## config.mk

```make
export PLATFORM = sky130hd
export DESIGN_NAME = ttt_board_engine
export DESIGN_NICKNAME = d
export VERILOG_FILES = /design/src/rtl/ttt_board_engine.sv
export SDC_FILE = /design/constraint.sdc
export NUM_CORES = 1
export LEC_CHECK = 0
export BUFFER_PORTS_ARGS = -buffer_cell sky130_fd_sc_hd__buf_4
export CAP_MARGIN = 30
export CORE_MARGIN = 10
export CORE_UTILIZATION = 59
export DETAILED_ROUTE_END_ITERATION = 12
export PLACE_DENSITY_LB_ADDON = 0.05
export SETUP_SLACK_MARGIN = 0.15
export SKIP_LAST_GASP = 1
export SYNTH_ARGS = -nofsm -noshare
export SYNTH_HDL_FRONTEND = slang
export SYNTH_SLANG_ARGS = --single-unit
```

## constraint.sdc

```tcl
create_clock -name clk -period 7.25 [get_ports clk]
set_input_delay 1.45 -clock clk [delete_from_list [all_inputs] [get_ports clk]]
set_output_delay 1.45 -clock clk [all_outputs]
set_load 0.1 [all_outputs]
```

## src/rtl/ttt_board_engine.sv

```systemverilog
// N x N, K-in-a-row game engine: board storage, turn order, move legality and win/draw detection.
// Optional single-level undo is compiled in when TTT_UNDO_EN is defined.
module ttt_board_engine #(
    parameter  int N       = 3,
    parameter  int WIN_LEN = 3,
    localparam int IDX_W   = $clog2(N * N)
) (
    input  logic               clk,
    input  logic               rst,
    input  logic               start,
    input  logic               new_game,
    input  logic               move_valid,
    input  logic [IDX_W-1:0]   move_idx,
    input  logic               undo,
    output logic               is_main,
    output logic               turn_o,
    output logic               busy,
    output logic               move_ok,
    output logic               move_err,
    output logic [2*N*N-1:0]   board,
    output logic               game_over,
    output logic [1:0]         winner
);

    localparam int                     CELLS     = N * N;
    localparam int                     CNT_W     = $clog2(CELLS + 1);
    localparam logic [IDX_W:0]         CELLS_X   = (IDX_W + 1)'(CELLS);
    localparam logic [CNT_W-1:0]       CELLS_C   = CNT_W'(CELLS);
    localparam logic signed [7:0]      N_S       = 8'(N);
    localparam logic [2:0]             LAST_STEP = 3'(WIN_LEN - 1);
    localparam logic [3:0]             RUN_NEED  = 4'(WIN_LEN - 1);

    if (N < 3 || N > 8 || WIN_LEN < 3 || WIN_LEN > N) begin : g_param_check
        $error("ttt_board_engine: need 3 <= N <= 8 and 3 <= WIN_LEN <= N");
    end

    typedef enum logic [1:0] {S_MAIN, S_WAIT, S_CHECK, S_OVER} state_e;

    state_e             state_q, state_d;
    logic [1:0]         cell_q [CELLS];
    logic [CNT_W-1:0]   count_q;
    logic [2:0]         last_row_q, last_col_q;
    logic [2:0]         dir_q;
    logic [2:0]         step_q;
    logic [3:0]         run_q;
    logic               alive_q;
    logic               win_q;

    logic               legal, accept, reject;
    logic [1:0]         mark;
    logic [1:0]         line;
    logic               neg;
    logic signed [7:0]  step_s, row_off, col_off, probe_r, probe_c;
    logic               in_bounds, probe_hit, win_now, chk_last;
    logic [IDX_W-1:0]   probe_idx;
    logic [3:0]         run_base, run_nxt;

`ifdef TTT_UNDO_EN
    logic [IDX_W-1:0]   last_idx_q;
    logic               slot_q;
    logic               undo_go;
`else
    logic               undo_unused;
    assign undo_unused = undo;
`endif

    assign is_main   = (state_q == S_MAIN);
    assign busy      = (state_q == S_CHECK);
    assign game_over = (state_q == S_OVER);
    assign mark      = turn_o ? 2'b10 : 2'b01;

    for (genvar g = 0; g < CELLS; g++) begin : g_board
        assign board[2*g +: 2] = cell_q[g];
    end

    // Move decode: only WAIT reacts to requests, and new_game overrides everything.
    always_comb begin
        // NOTE: every combinational output gets a default first so no path leaves it unassigned (no latch).
        legal   = ({1'b0, move_idx} < CELLS_X) && (cell_q[move_idx] == 2'b00);
        accept  = 1'b0;
        reject  = 1'b0;
`ifdef TTT_UNDO_EN
        undo_go = 1'b0;
        if (state_q == S_WAIT && !new_game) begin
            if (move_valid && undo) begin
                reject = 1'b1;
            end else if (move_valid) begin
                accept = legal;
                reject = !legal;
            end else if (undo) begin
                undo_go = (count_q != '0) && slot_q;
                reject  = !undo_go;
            end
        end
`else
        if (state_q == S_WAIT && !new_game && move_valid) begin
            accept = legal;
            reject = !legal;
        end
`endif
    end

    // Scan probe: dir_q[2:1] picks H/V/diag/anti-diag, dir_q[0] picks the negative side.
    always_comb begin
        line    = dir_q[2:1];
        neg     = dir_q[0];
        step_s  = $signed({5'b00000, step_q});
        row_off = (line == 2'd0) ? 8'sd0 : (neg ? -step_s : step_s);
        case (line)
            2'd1:    col_off = 8'sd0;
            2'd3:    col_off = neg ? step_s : -step_s;
            default: col_off = neg ? -step_s : step_s;
        endcase
        probe_r   = $signed({5'b00000, last_row_q}) + row_off;
        probe_c   = $signed({5'b00000, last_col_q}) + col_off;
        in_bounds = (probe_r >= 8'sd0) && (probe_r < N_S) && (probe_c >= 8'sd0) && (probe_c < N_S);
        probe_idx = IDX_W'(probe_r * N_S + probe_c);
        probe_hit = ((step_q == 3'd1) || alive_q) && in_bounds && (cell_q[probe_idx] == mark);
        run_base  = (step_q == 3'd1 && !neg) ? 4'd0 : run_q;
        run_nxt   = run_base + {3'b000, probe_hit};
        win_now   = win_q || (run_nxt >= RUN_NEED);
        chk_last  = (dir_q == 3'd7) && (step_q == LAST_STEP);
    end

    always_comb begin
        state_d = state_q;
        if (new_game) begin
            state_d = S_MAIN;
        end else begin
            case (state_q)
                S_MAIN:  if (start) state_d = S_WAIT;
                S_WAIT:  if (accept) state_d = S_CHECK;
                S_CHECK: if (chk_last) state_d = (win_now || count_q == CELLS_C) ? S_OVER : S_WAIT;
                S_OVER:  state_d = S_OVER;
                default: state_d = S_MAIN;
            endcase
        end
    end

    always_ff @(posedge clk or negedge rst) begin
        // NOTE: registers use non-blocking assignment so every flop samples pre-edge values.
        if (!rst) state_q <= S_MAIN;
        else      state_q <= state_d;
    end

    always_ff @(posedge clk or negedge rst) begin
        if (!rst) begin
            // NOTE: board cells are reset like ordinary flops; the game needs a known empty board.
            for (int i = 0; i < CELLS; i++) cell_q[i] <= 2'b00;
            count_q    <= '0;
            last_row_q <= '0;
            last_col_q <= '0;
            dir_q      <= '0;
            step_q     <= 3'd1;
            run_q      <= '0;
            alive_q    <= 1'b0;
            win_q      <= 1'b0;
            turn_o     <= 1'b0;
            move_ok    <= 1'b0;
            move_err   <= 1'b0;
            winner     <= 2'b00;
`ifdef TTT_UNDO_EN
            last_idx_q <= '0;
            slot_q     <= 1'b0;
`endif
        end else begin
            move_ok  <= accept;
            move_err <= reject;
            if (new_game) begin
                for (int i = 0; i < CELLS; i++) cell_q[i] <= 2'b00;
                count_q    <= '0;
                last_row_q <= '0;
                last_col_q <= '0;
                dir_q      <= '0;
                step_q     <= 3'd1;
                run_q      <= '0;
                alive_q    <= 1'b0;
                win_q      <= 1'b0;
                turn_o     <= 1'b0;
                winner     <= 2'b00;
`ifdef TTT_UNDO_EN
                last_idx_q <= '0;
                slot_q     <= 1'b0;
`endif
            end else begin
                if (accept) begin
                    cell_q[move_idx] <= mark;
                    count_q          <= count_q + CNT_W'(1);
                    last_row_q       <= 3'(move_idx / N);
                    last_col_q       <= 3'(move_idx % N);
                    dir_q            <= '0;
                    step_q           <= 3'd1;
                    run_q            <= '0;
                    alive_q          <= 1'b1;
                    win_q            <= 1'b0;
`ifdef TTT_UNDO_EN
                    last_idx_q       <= move_idx;
                    slot_q           <= 1'b1;
`endif
                end
`ifdef TTT_UNDO_EN
                if (undo_go) begin
                    cell_q[last_idx_q] <= 2'b00;
                    count_q            <= count_q - CNT_W'(1);
                    turn_o             <= ~turn_o;
                    slot_q             <= 1'b0;
                end
`endif
                if (state_q == S_CHECK) begin
                    run_q   <= run_nxt;
                    alive_q <= probe_hit;
                    win_q   <= win_now;
                    if (step_q == LAST_STEP) begin
                        step_q <= 3'd1;
                        dir_q  <= dir_q + 3'd1;
                    end else begin
                        step_q <= step_q + 3'd1;
                    end
                    // Decision uses this cycle's probe too, so the last cell scanned still counts.
                    if (chk_last) begin
                        if (win_now)                 winner <= mark;
                        else if (count_q == CELLS_C) winner <= 2'b11;
                        else                         turn_o <= ~turn_o;
                    end
                end
            end
        end
    end

endmodule

```

# [After elaboration in Yosys (flattened, before gate mapping)]
# Cells that the tools add are included.
[totals] register_bits=47 elab_cells=146 output_inout_bits=26 input_bits=10
[classes] reduce_logical=28 n_addsub=8 mul=1 bitwise_logic=3 magnitude_cmp=9 muxes=58 n_div=2 n_eq_ne=15
[ops] op="$mux W18" count=2
[ops] op="$mux W3" count=12
[ops] op="$div A4 B2 Y32 const B" count=1
[ops] op="$mod A4 B2 Y32 const B" count=1
[ops] op="$mux W2" count=16
[ops] op="$mux W4" count=6
[ops] op="$mux W8" count=3
[ops] op="$bwmux W18" count=1
[ops] op="$add A4 B8 Y8" count=2
[ops] op="$bmux W2 S4" count=2
[ops] op="$ge A8 B1 Y1 const B" count=2
[ops] op="$lt A8 B3 Y1 const B" count=2
[ops] op="$pmux W8 S2" count=1
[ops] op="$mux W1" count=13
[ops] op="$logic_and A1 B1 Y1" count=11
[ops] op="$ge A5 B5 Y1 const B" count=2
[ops] op="$not A4 Y5" count=2
[ops] op="$demux W2 S4" count=1
[ops] op="$mul A8 B3 Y4 const B" count=1
[ops] op="$neg A3 Y8" count=1
[ops] op="$pmux W2 S4" count=1
[ops] op="$add A3 B1 Y3 const B" count=2
[ops] op="$eq A2 B2 Y1 const B" count=3
[ops] op="$logic_not A2 Y1" count=3
[ops] op="22 further kinds" count=33

# [Longest topological paths before layout]
# Gate-level depths: netlist (run 1).
[depth] word_depth=20 mapped_depth=23 depth_no_buf=23

# [Least setup slack after synthesis (run 1)]
# Ideal clock, no wire load.
[synth_timing] path_kind="register -> register" from="register step_q[0]" to="register state_q[1]" n_path_buf=0 setup_slack_ps=1887 stages_incl_launch_ff=22 required_time_ps=7114 synth_period_minus_slack_ps=5363 setup_ps=136 arrival_time_ps=5227 cell_sequence="dfstp_2 > inv_1 > ha_1 > mux2i_1 > nor2_1 > fa_1 > xnor2_1 > inv_1 > ha_1 > fa_1 > fa_1 > mux4_2 > mux2_2 > o211ai_1 > and4_1 > ha_1 > ha_1 > nand3_1 > o22ai_1 > nand3_1 > o31ai_1 > a21oi_1"
[synth_via] elab_chain_cells=20 word_cells_on_any_way=39
[synth_rtl] item="start: declaration" line="44" rtl="logic [2:0] step_q;"
[synth_rtl] item="start signal: assignment" line="217" rtl="step_q <= step_q + 3'd1;"
[synth_rtl] item="$neg A3 Y8" line="108, 111, 112"
[synth_rtl] item="$mux W8" line="108, 112"
[synth_rtl] item="$mux W8" line="108" rtl="row_off = (line == 2'd0) ? 8'sd0 : (neg ? -step_s : step_s);"
[synth_rtl] item="$add A4 B8 Y8" line="114" rtl="probe_r = $signed({5'b00000, last_row_q}) + row_off;"
[synth_rtl] item="$mul A8 B3 Y4" line="117" rtl="probe_idx = IDX_W'(probe_r * N_S + probe_c);"
[synth_rtl] item="$add A4 B4 Y4" line="117"
[synth_rtl] item="$not A4 Y5 (implied by the code)" line="118" rtl="probe_hit = ((step_q == 3'd1) || alive_q) && in_bounds && (cell_q[probe_idx] == mark);"
[synth_rtl] item="$bmux W2 S4" line="118"
[synth_rtl] item="(+3 left out)"
[synth_rtl] item="$logic_and A1 B1 Y1" line="118"
[synth_rtl] item="$add A4 B1 Y4" line="120" rtl="run_nxt = run_base + {3'b000, probe_hit};"
[synth_rtl] item="$ge A4 B2 Y1" line="121" rtl="win_now = win_q || (run_nxt >= RUN_NEED);"
[synth_rtl] item="$logic_or A1 B1 Y1" line="121"
[synth_rtl] item="$logic_or A1 B1 Y1" line="133" rtl="S_CHECK: if (chk_last) state_d = (win_now || count_q == CELLS_C) ? S_OVER : S_WAIT;"
[synth_rtl] item="$mux W2 (2 in a row)" line="133"
[synth_rtl] item="$pmux W2 S4" line="130" rtl="case (state_q)"
[synth_rtl] item="$mux W2" line="127" rtl="if (new_game) begin"
[synth_rtl] item="end signal: assignment" line="143" rtl="else state_q <= state_d;"
[synth_rtl] item="end: declaration" line="39" rtl="state_e state_q, state_d;"
# Parallel ways exist; a longest one is shown, timed or not. The select of a mux whose other input is x is not followed.
# A chain may end at the register's enable or synchronous reset.

# [Worst setup path after layout (run 1)]
# Ends and elaborated chain as after synthesis.

==> results of run 1 <==
## stage by stage
| step | power, mW | hold slack [ps] | setup slack (ps) | instances |
|---|---|---|---|---|
| 3_3_place_gp | 0.346 | 506 | 1390 | 430 |
| 3_5_place_dp | 0.348 | 519 | 1300 | 430 |
| 4_1_cts | 0.520 | 533 | 1250 | 438 |
| 6_report | 0.515 | 534 | 1240 | 438 |
| 2_1_floorplan | 0.326 | 484 | 1890 | 342 |
| 5_1_grt | 0.535 | 582 | 736 | 438 |
## cell usage in the layout, fill, tap and decap left out, types with 8 or more instances in the layout
cell | Yosys | routed
dfrtp_1 | 46 | 46
inv_1 | 13 | 13
nand2_1 | 17 | 17
nand3_1 | 17 | 17
mux2i_1 | 8 | 8
ha_1 | 27 | 27
o21ai_0 | 10 | 10
nor2_1 | 45 | 45
buf_4 | 1 | 34
nor3_1 | 11 | 11
a21oi_1 | 37 | 37
## worst min-delay path, delay by kind of cell (launching register included)
family / cells / cell delay (ps)
compound gates: 1 / 50
flops: 1 / 390
simple gates: 1 / 70
## layer usage
layer,up-vias,routed length (um)
met1,1303,3350
met3,13,305
met2,57,3690
met4,0,125
li1,1278,-
met5,-,0
## state kept, by name, summed over array words and instances (netlist names), 3 cells and up
| register | flops |
|---|---|
| board | 18 |
| count_q | 4 |
| run_q | 4 |
| dir_q | 3 |
| last_col_q | 3 |
| last_row_q | 3 |
| step_q | 3 |
## cells by family (layout without fill, tap and decap cells)
group	after synthesis	count (layout)	share of synthesized area, %
flip-flops	47	47	36.4
XOR/XNOR	11	11	2.98
buffers and inverters	31	57	4.34
multiplexers	13	13	5.61
AO/OA/AOI/OAI	79	79	16.6
adder cells (fa/ha/maj)	31	31	12.9
AND/OR/NAND/NOR	130	130	21.1
## area by class of cell
cell class              count  share of cell area, %
clock inverters             1                  0.244
inverters                  15                   1.57
well taps                  70                   2.44
flip-flops and latches     47                   32.8
repair buffers             34                   7.12
clock buffers               7                   2.41
multi-input cells         264                   53.4
## synthesized netlist by cell type (4+ instances only)
master    instances  area, um2
mux4_2            4       90.1
nand3_1          17       85.1
ha_1             27        338
nor3_1           11       55.1
clkbuf_1          9       33.8
and2_1            6       37.5
buf_2             4       20.0
nand2b_1          4       25.0
mux2i_1           8       80.1
xnor2_1           7       61.3
inv_1            13       48.8
fa_1              4       80.1
dfrtp_1          46       1150
xor2_1            4       35.0
nand2_1          17       63.8
nand3b_1          6       45.0
o21ai_0          10       50.1
a31oi_1           7       43.8
a21oi_1          37        185
nor2_1           45        169
## final timing paths
kind                                        from                      to  slack [ps]
min in group asynchronous                    rst   winner[0]$_DFFE_PN0P_        1150
min reg2reg                 run_q[0]$_DFFE_PN0P_    run_q[0]$_DFFE_PN0P_         530
max in group asynchronous                    rst      dir_q[1]$_DFF_PN0_        5700
max reg2reg                step_q[0]$_DFFE_PN1P_  state_q[1]$_DFFE_PN0P_        1240
max                        step_q[0]$_DFFE_PN1P_  state_q[1]$_DFFE_PN0P_        1240
min                         run_q[0]$_DFFE_PN0P_    run_q[0]$_DFFE_PN0P_         530
## where the power goes
group	leakage, nW	internal (mW)	switching, mW
Sequential	0.650	0.265	0.00333
Combinational	0.988	0.0245	0.0489
Clock	0.0489	0.0790	0.0940
==> metrics, run 1 <==
WS Path Type=reg -> reg; busiest grt layer=met2; Antenna Nets Post-Route=0; max frequency=166 MHz; Tcrit/Tclk final=82.8%; cts bufs inserted=5; CTS tree=yes; EDFF count, synth=0; Hold Path Depth=2; CP Data Arrival Time=6160 ps; GRT Total Usage=17.8%; gr ovfl total=0; final core occ=68.9%; number of global-route vias before repair=2648; Crit Path Max Fanout=5; Nets=408; GR Layer Usage met2=30.0%; syn avg cell area=9.45 um2; WP depth=21; pin count of the biggest net entering global routing=52; grt met1 use=22.0%; via count=2651; # H-tree levels=2; setup TNS=0 ps; global-route wire length before repair=12.8 mm; status=finished clean; GPL Wtd Cong=0.857; Reg2Reg Depth=21; register area share after synthesis=36.4%; Std-Cell Rows=26; min Tclk post-route=6010 ps; Syn Inst Count=342; die area=8840 um2; DR WL/cell=17.1 um; fraction of registers with async set/reset=100%; CTS Hold Bufs=0; Hold Fails Final Rpt=0; yosys warns=0; #FFs+latches synth=47; met3 usage=4.08%; Layout area overhead=11.0%; Worst-path clk slew=100 ps; final WL=7.47 mm; Pleak=1.69 nW; DRC violations left=0; critical path cell sequence=inv_1, ha_1, mux2i_1, nor2_1, fa_1, xnor2_1, inv_1, ha_1, fa_1, fa_1, mux4_2, mux2_2, o211ai_1, and4_1, ha_1, ha_1, nand3_1, o22ai_1, nand3_1, o31ai_1, a21oi_1; area of the multi-input gates=1910 um2; CP startpoint kind=flip-flop; Post-Syn Area=3230 um2; Post-DP HPWL=5.54 mm; clock latency on the worst-skew pair=310 ps; Synth Net Count=383; number of antenna diodes=0; required time of the critical path=7400 ps; RSZ-0062 raised after global routing=false; via-per-instance ratio=6.05; fraction of layout cells with a size suffix above 1=16.8%; critical path's most frequent cell=ha_1; IO Port Bufs=34; CP max stage cell=fa_1; min-delay worst type=reg -> reg; CTS root buffer=clkbuf_8; post-cts resize count=0; die extent in y=94.0 um; delay-heaviest family, CP=adder cells; Distinct cells, synth=60; Slew HR=31.9%; pwr/cell area=144 nW/um2; total core area=5200 um2; post-CTS setup buffers=0; max-slew violations=0; Finished Cell Area=3590 um2; Initial DRC Count=108; CP Capture Type=flip-flop; top_reg_cell synth=dfrtp_1; Starting Density=62.1%; fillcell total=438; FF/Latch Area=1180 um2; CTS Buffer Depth=2; Die W=94.0 um; drt pass-1 iters=5; Cell Area, Placed=3490 um2; Worst Skew=14.9 ps; Slew @ Worst Pin=1020 ps; Finish-stage setup viols=0; worst path bufs/invs=2; clk sinks=47; initial antenna violation count=0; number of max-cap violations=0; I/O pins=36; slowest stage delay, CP=690 ps; worst IR drop on VDD=0.135 mV
Note: power is estimated with default switching activity, not from simulation.
==> run 2, diff against run 1 <==
ABC_AREA = 1   (was not set)
clock period = 6.1 ns   (was 7.25 ns; I/O delays follow)
==> run 2 against run 1 <==
  * Sequential power up 32%
  * Cell area rose by 5.1%
  * Synthesized cell count is 35% higher
  * Maximum frequency up 11%
  * Count of clock-buffer cells in the layout shrank 1
  * Critical endpoint is now winner[0]$_DFFE_PN0P_
  * Largest power group is now combinational logic
==> metrics, run 2 <==
status=finished clean; reg2reg end=winner[0]$_DFFE_PN0P_; post-route setup slack=669 ps; r2r startpoint=step_q[0]$_DFFE_PN1P_; area of the multi-input gates=1930 um2; CP Capture Type=flip-flop; Pleak=1.97 nW; Worst Skew=17.9 ps; number of antenna diodes=0; hold endpoint=run_q[0]$_DFFE_PN0P_; post-synth top area share=34.4%; Worst-path clk slew=90 ps; Crit Path Max Fanout=7; pre-CTS WS=431 ps; clk sinks=47; most frequent cells after synthesis=106 x nand2_1, 62 x nor2_1, 55 x nand3_1, 54 x inv_1, 46 x dfrtp_1; # H-tree levels=2; Post-Syn Area=3340 um2; RSZ-0062 raised after global routing=false; fraction of layout cells with a size suffix above 1=12.9%; Tcrit/Tclk final=89.0%; min-delay worst type=reg -> reg; initial antenna violation count=0; Hold Fails Final Rpt=0; global-route wire length before repair=13.6 mm; DRC violations left=0; syn avg cell area=7.24 um2; largest area contributor in the netlist=dfrtp_1; number of max-cap violations=0; min Tclk post-route=5430 ps; WS Path Type=reg -> reg; Die W=95.3 um; Reg2Reg Depth=30; most frequent cells in the layout=106 x nand2_1, 60 x nor2_1, 55 x nand3_1; Hold Startpoint=run_q[0]$_DFFE_PN0P_; most frequent cell after synthesis=nand2_1; #FFs+latches synth=47; total core area=5510 um2; Slew HR=38.4%; via count=3121; most common cell after layout, fill and taps aside=nand2_1; CP max stage cell=dfstp_2; Hold Path Depth=2; register area share after synthesis=35.2%; Slew @ Worst Pin=923 ps; final WL=7.87 mm; GPL Wtd Cong=0.898; max-slew violations=0; required time of the critical path=6290 ps; DR WL/cell=13.8 um; Post-DP HPWL=6.05 mm; cts bufs inserted=5; setup TNS=0 ps; CTS Buffer Depth=2; fillcell total=482; Antenna Nets Post-Route=0; gr ovfl total=0; Syn Inst Count=462; die area=9080 um2; fraction of registers with async set/reset=100%; GRT Total Usage=18.4%; drt pass-1 iters=4; slowest stage delay, CP=550 ps; I/O pins=36; CP Data Arrival Time=5620 ps; Distinct cells, synth=39; number of global-route vias before repair=2954; FF/Latch Area=1180 um2; top_reg_cell synth=dfrtp_1; pin count of the biggest net entering global routing=48; Nets=538; clock latency on the worst-skew pair=300 ps; Finish-stage setup viols=0; CTS tree=yes; Starting Density=60.7%; r2r setup slk=670 ps; max frequency=184 MHz; yosys warns=0; Std-Cell Rows=27; total power=0.912 mW; CTS root buffer=clkbuf_8; CTS Hold Bufs=0; Initial DRC Count=180; worst IR drop on VDD=0.164 mV; top post-synthesis cells by area=dfrtp_1 34%, nand2_1 12%, ha_1 10%; via-per-instance ratio=5.48; max reg flops=18; die extent in y=95.3 um; pwr/cell area=242 nW/um2; Layout area overhead=12.7%; CP startpoint kind=flip-flop; IO Port Bufs=34; EDFF count, synth=0; Synth Net Count=503
## run 2: critical path, delay by kind of cell (launching register included)
family | cells | cell delay [ps]
adders and majority gates | 8 | 2640
and+or+nand+nor | 15 | 1410
DFF | 1 | 550
buffers and inverters | 4 | 280
AOI/OAI and AO/OA | 2 | 230
xor gates and xnor gates | 1 | 180
## run 2: logic make-up (layout without fill, tap and decap cells)
group,Yosys count,after routing,share of synthesized area (%)
AND/OR/NAND/NOR,242,242,31.0
AO/OA/AOI/OAI,68,68,11.1
buffers and inverters,66,102,7.90
flip-flops,47,47,35.2
adder cells (fa/ha/maj),31,31,12.5
XOR/XNOR,8,8,2.32
## run 2: timing repair
| item | in CTS | in global routing |
|---|---|---|
| setup endpoints to repair | 0 | 4 |
| resized for setup | 0 | 9 |
| setup buffers | 0 | 2 |
| hold endpoints to repair | 0 | 0 |
## run 2: worst max path at each step
stage	slack, ps	start	cells after the start	endpoint
detailed placement	430	step_q[0]$_DFFE_PN1P_	30	winner[0]$_DFFE_PN0P_
global placement	500	step_q[0]$_DFFE_PN1P_	29	winner[0]$_DFFE_PN0P_
finish	670	step_q[0]$_DFFE_PN1P_	30	winner[0]$_DFFE_PN0P_
floorplan	1050	step_q[0]$_DFFE_PN1P_	30	winner[0]$_DFFE_PN0P_
CTS	410	step_q[0]$_DFFE_PN1P_	30	winner[0]$_DFFE_PN0P_
global route	140	step_q[0]$_DFFE_PN1P_	30	winner[0]$_DFFE_PN0P_
## run 2: layout make-up
type | instances | share of cell area, %
clock inverter | 2 | 0.365
timing repair buffer | 36 | 7.17
sequential | 47 | 31.2
inverter | 58 | 5.81
clock buffer | 6 | 1.93
tap | 72 | 2.39
multi-input combinational | 349 | 51.1
## run 2: report_power, final
part	switching (mW)	leakage (nW)	internal (mW)
Clock	0.105	0.0452	0.0810
Combinational	0.262	1.29	0.111
Sequential	0.0212	0.642	0.333
## run 2: through the flow
step	hold slack, ps	util, %	instance area [um2]	std cells
3_3_place_gp	506	66.2	3640	560
3_5_place_dp	516	66.2	3640	560
6_report	532	68.4	3770	570
2_1_floorplan	477	-	3340	462
4_1_cts	538	67.7	3730	568
5_1_grt	574	68.4	3770	570
## run 2: metal layers
metal  global-route usage (%)  up-vias  share of wire (%)
met1                     23.5     1476                 44
met4                     3.87        0               0.79
met3                     3.30        6                4.4
met2                     31.6       61                 51
met5                        0        -                  0
li1                         -     1578                  -
